### src/rtl/oai222_bist_pkg.sv
// Shared types and the golden OAI222 function for the OAI222 cell self-test sequencer.
package oai222_bist_pkg;

  typedef enum logic [1:0] {
    ST_IDLE   = 2'd0,
    ST_SETTLE = 2'd1,
    ST_CHECK  = 2'd2,
    ST_DONE   = 2'd3
  } state_e;

  localparam int NUM_VEC = 64;
  localparam int VEC_W   = 6;
  localparam int ERR_W   = 7;
  localparam int CNT_W   = 4;

  // Golden ZN for vector {A1,A2,B1,B2,C1,C2}.
  function automatic logic oai222_exp(input logic [VEC_W-1:0] v);
    return ~((v[5] | v[4]) & (v[3] | v[2]) & (v[1] | v[0]));
  endfunction

endpackage

### src/rtl/oai222_bist.sv
// Exhaustive 64-vector self-test sequencer for one OAI222 cell: drives the inputs,
// compares ZN to the golden function, and reports error count and first failing vector.
module oai222_bist
  import oai222_bist_pkg::*;
#(
  parameter int unsigned SETTLE_CYCLES = 2
) (
  input  logic             CK,
  input  logic             RST,
  input  logic             START,
  output logic             A1,
  output logic             A2,
  output logic             B1,
  output logic             B2,
  output logic             C1,
  output logic             C2,
  input  logic             ZN,
  output logic             BUSY,
  output logic             DONE,
  output logic             PASS,
  output logic [ERR_W-1:0] ERR_CNT,
  output logic [VEC_W-1:0] FIRST_FAIL,
  output logic             FIRST_FAIL_VLD
);

  localparam logic [CNT_W-1:0] SETTLE_LAST = CNT_W'(SETTLE_CYCLES - 1);
  localparam logic [VEC_W-1:0] LAST_VEC    = VEC_W'(NUM_VEC - 1);

  state_e             r_state;
  logic [VEC_W-1:0]   r_vec;
  logic [CNT_W-1:0]   r_cnt;
  logic [ERR_W-1:0]   r_err;
  logic [VEC_W-1:0]   r_ff;
  logic               r_ffv;
  logic [VEC_W-1:0]   r_stim;
  logic               r_busy;
  logic               r_done;
  logic               r_pass;

  state_e             w_state_nxt;
  logic [VEC_W-1:0]   w_vec_nxt;
  logic [CNT_W-1:0]   w_cnt_nxt;
  logic [ERR_W-1:0]   w_err_nxt;
  logic [VEC_W-1:0]   w_ff_nxt;
  logic               w_ffv_nxt;
  logic               w_busy_nxt;
  logic               w_mismatch;

  // Next-state, counter and result update logic.
  always_comb begin
    w_state_nxt = r_state;
    w_vec_nxt   = r_vec;
    w_cnt_nxt   = r_cnt;
    w_err_nxt   = r_err;
    w_ff_nxt    = r_ff;
    w_ffv_nxt   = r_ffv;
    // Case inequality so an X/Z on the cell output is never taken as a match.
    w_mismatch  = (ZN !== oai222_exp(r_vec));

    case (r_state)
      ST_IDLE, ST_DONE: begin
        if (START) begin
          w_state_nxt = ST_SETTLE;
          w_vec_nxt   = {VEC_W{1'b0}};
          w_cnt_nxt   = {CNT_W{1'b0}};
          w_err_nxt   = {ERR_W{1'b0}};
          w_ff_nxt    = {VEC_W{1'b0}};
          w_ffv_nxt   = 1'b0;
        end else begin
          w_state_nxt = r_state;
        end
      end
      ST_SETTLE: begin
        w_cnt_nxt = r_cnt + {{(CNT_W-1){1'b0}}, 1'b1};
        if (r_cnt == SETTLE_LAST) begin
          w_state_nxt = ST_CHECK;
        end else begin
          w_state_nxt = ST_SETTLE;
        end
      end
      ST_CHECK: begin
        if (w_mismatch) begin
          w_err_nxt = r_err + {{(ERR_W-1){1'b0}}, 1'b1};
          if (!r_ffv) begin
            w_ff_nxt  = r_vec;
            w_ffv_nxt = 1'b1;
          end else begin
            w_ff_nxt  = r_ff;
          end
        end else begin
          w_err_nxt = r_err;
        end
        if (r_vec == LAST_VEC) begin
          w_state_nxt = ST_DONE;
        end else begin
          w_vec_nxt   = r_vec + {{(VEC_W-1){1'b0}}, 1'b1};
          w_cnt_nxt   = {CNT_W{1'b0}};
          w_state_nxt = ST_SETTLE;
        end
      end
      default: begin
        w_state_nxt = ST_IDLE;
      end
    endcase

    w_busy_nxt = (w_state_nxt == ST_SETTLE) || (w_state_nxt == ST_CHECK);
  end

  // State, counters and registered outputs; reset discards any partial run.
  always_ff @(posedge CK) begin
    if (RST) begin
      r_state <= ST_IDLE;
      r_vec   <= {VEC_W{1'b0}};
      r_cnt   <= {CNT_W{1'b0}};
      r_err   <= {ERR_W{1'b0}};
      r_ff    <= {VEC_W{1'b0}};
      r_ffv   <= 1'b0;
      r_stim  <= {VEC_W{1'b0}};
      r_busy  <= 1'b0;
      r_done  <= 1'b0;
      r_pass  <= 1'b0;
    end else begin
      r_state <= w_state_nxt;
      r_vec   <= w_vec_nxt;
      r_cnt   <= w_cnt_nxt;
      r_err   <= w_err_nxt;
      r_ff    <= w_ff_nxt;
      r_ffv   <= w_ffv_nxt;
      r_stim  <= w_busy_nxt ? w_vec_nxt : {VEC_W{1'b0}};
      r_busy  <= w_busy_nxt;
      r_done  <= (w_state_nxt == ST_DONE);
      r_pass  <= (w_state_nxt == ST_DONE) && (w_err_nxt == {ERR_W{1'b0}});
    end
  end

  assign {A1, A2, B1, B2, C1, C2} = r_stim;
  assign BUSY           = r_busy;
  assign DONE           = r_done;
  assign PASS           = r_pass;
  assign ERR_CNT        = r_err;
  assign FIRST_FAIL     = r_ff;
  assign FIRST_FAIL_VLD = r_ffv;

endmodule
### config.mk
export PLATFORM = sky130hd
export DESIGN_NAME = oai222_bist
export DESIGN_NICKNAME = d
export VERILOG_FILES = /design/src/rtl/oai222_bist_pkg.sv /design/src/rtl/oai222_bist.sv
export SDC_FILE = /design/constraint.sdc
export NUM_CORES = 1
export LEC_CHECK = 0
export ABC_CLOCK_PERIOD_IN_PS = 6120
export BUFFER_PORTS_ARGS = -buffer_cell sky130_fd_sc_hd__buf_2
export CORE_MARGIN = 10
export CORE_UTILIZATION = 30
export CTS_CLUSTER_DIAMETER = 150
export DETAILED_ROUTE_END_ITERATION = 8
export PLACE_DENSITY = 0.55
export SYNTH_ARGS = -nofsm -noshare
export SYNTH_HDL_FRONTEND = slang
export SYNTH_SLANG_ARGS = --single-unit
### constraint.sdc
create_clock -name CK -period 6.12 [get_ports CK]
set_input_delay 0.612 -clock CK [delete_from_list [all_inputs] [get_ports CK]]
set_output_delay 0.612 -clock CK [all_outputs]
set_load 0.01 [all_outputs]
==> impl_metrics.ini <==
[run_status]
status = complete, no violations

[placed_design]
placed_area_sq_mm = 0.00190
gp_congestion = 0.780
io_buffers = 26
dp_hpwl_um = 2970

[synthesis]
yosys-top-cells-area = dfxtp_1 (41%), nor2_1 (6.1%), ha_1 (5.8%)
syn_nets = 212
yosysMostFrequentCell = dfxtp_1
synth.avg_cell_area_sq_um = 8.56
synth_top_area_cell = dfxtp_1
synthTopCellsByCount = dfxtp_1 (35), nor2_1 (28), nand2_1 (13)
yosys_warnings = 0
synth_edf_count = 0
syn_inst = 200
async_flop_share_pct = 0
synth_flop_cell = dfxtp_1
ys_ff_latch = 35
yosysTopAreaCellShare_pct = 40.9
yosysSeqAreaShare_pct = 40.9
synth_area_sq_mm = 0.00171
synthDistinctLibCells = 40

[cts]
h-tree-depth = 2
cts_tree = done
root_buffer = clkbuf_8
clockBufferDepth = 2
ctsHoldBuffers = 0
clk_pin_slew_ps = 70
clkLatencyLatePin_ps = 290
cts_num_sinks = 35
post_cts_buffers = 0
cts-resized-gates = 0
numCtsBuffers = 5

[timing]
setup_viol = 0
timing.setup.tns_ps = 0
finalCriticalPeriod_ps = 2390
rsz0062_at_grt = false
max_freq_mhz = 419
relSlewSlack_pct = 56.4
fin_crit_sh_pct = 39.0
worstMarginPinSlew_ps = 652
maxSlewViolCount = 0
hold_violations = 0
finalClockSkew_ps = 4.26

[floorplanning]
die_h_um = 95.5
die_w_um = 95.5
rows = 27
dieArea_sq_mm = 0.00913
core_sq_mm = 0.00551
start_util_pct = 31.1
io_pins = 27

[critical_path]
cp-start-kind = register
slowest_stage = or2_1
crit_chain = inv_1 -> ha_1 -> nor2b_1 -> or2_1 -> o21ai_0 -> mux2_2 -> nor4bb_1 -> and4_1
critPathBufInv = 1
crit_fanout = 13
critical-path-top-delay-family = simple AND/OR/NAND/NOR gates
crit_path_end_kind = register
r2r_slack_ps = 3730
crit_required_ps = 6310
critPathKind = register to register
critPathMaxStageDelay_ps = 420
crit_arrival_ps = 2570

[power_and_ir_drop]
ir_drop_mv = 0.120
powerDensity_mw_per_mm2 = 243
power_leakage_nw = 0.887
finalPower_mw = 0.492

[drt]
drtPass1Iterations = 4
drtIter0Drc = 126
antenna_left = 0
via_per_inst = 5.03
drc = 0
num_vias = 1505
wl_um = 3990
avgRoutedWirePerCell_um = 13.3

[global_routing]
track_usage_pct = 9.15
grt_pass1_vias = 1366
grt_remaining_overflow = 0
grt_max_degree = 26
antenna_found_initial = 0
grt_pass1_wl_um = 6700

[hold_path]
hold_path_class = register to register

[final_layout]
stdcell_area_sq_mm = 0.00202
seq_area_sq_um = 701
n_antenna_cell = 0
nFillCells = 560
drive_gt1_share_pct = 18.5
multi_input_area_sq_um = 953
area_growth_pct = 18.1
nNetsFinal = 238

[run]
drv_cap = 0
[area by class of cell]
type                    count  share of cell area, %
inverters                   8                   1.49
clock inverters             2                   1.73
clock buffers               6                   4.08
repair buffers             26                   6.44
well taps                  72                   4.46
flip-flops and latches     35                   34.7
multi-input cells         150                   47.2
[cell usage in the layout (no fill, tap or decap), types with 2 or more instances in the layout]
master / netlist / routed
nand3b_1: 2 / 2
nor3_1: 2 / 2
buf_2: 1 / 26
nor2_1: 28 / 28
clkbuf_8: 0 / 6
or3_1: 2 / 2
nand2b_1: 5 / 5
a21oi_1: 11 / 11
inv_1: 8 / 8
mux2i_1: 3 / 3
and3_1: 5 / 5
a22o_1: 6 / 6
and2_1: 9 / 9
nand2_1: 13 / 13
a211oi_1: 4 / 4
and4_1: 2 / 2
nand3_1: 7 / 7
a22oi_1: 5 / 5
o21ai_0: 7 / 7
nor2b_1: 8 / 8
mux2_2: 3 / 3
dfxtp_1: 35 / 35
ha_1: 8 / 8
a31oi_1: 4 / 4
[logic make-up after synthesis]
family	share of synthesized area, %
simple gates	27.9
compound gates	18.2
flops	40.9
buf+inv	3.36
fa+ha+maj	5.85
mux	3.73
[metrics by stage]
stage / utilization (%) / hold WS, ps / instances / setup WS (ps)
2_1_floorplan: - / 490 / 200 / 3940
4_1_cts: 36.7 / 472 / 299 / 3740
6_report: 36.7 / 473 / 299 / 3730
3_3_place_gp: 34.6 / 458 / 291 / 3800
3_5_place_dp: 34.6 / 459 / 291 / 3750
5_1_grt: 36.7 / 491 / 299 / 3530
[worst register-to-register path, cell delays in order (launching register included)]
cell	delay, ps
dfxtp_1	360
inv_1	50
ha_1	350
nor2b_1	340
or2_1	420
o21ai_0	140
mux2_2	300
nor4bb_1	130
and4_1	200
[state kept, by name (all words and copies together) (netlist names), 2 cells and up]
register and count:
r_cnt 4, r_vec 6, r_stim 6, FIRST_FAIL 6
ERR_CNT 7, r_state 2
[metal layers]
| layer | GRT usage, % | share of wire, % |
|---|---|---|
| met2 | 13.5 | 45 |
| met5 | 0 | 0 |
| met3 | 3.53 | 6.5 |
| met4 | 3.69 | 1.2 |
| met1 | 11.7 | 47 |
[report_power, final]
group          internal (mW)  switching, mW  leakage [nW]
sequential             0.231        0.00187         0.283
clock                  0.132         0.0831        0.0612
combinational         0.0153         0.0295         0.544
[path summary, 6_finish.rpt]
check	from	end	cells after the start
worst max-delay path	r_state[0]	PASS	8
worst min register to register	FIRST_FAIL[4]	FIRST_FAIL[4]	1
worst min-delay path	FIRST_FAIL[4]	FIRST_FAIL[4]	1
worst max register to register	r_state[0]	PASS	8
Note: power is estimated with default switching activity, not from simulation.
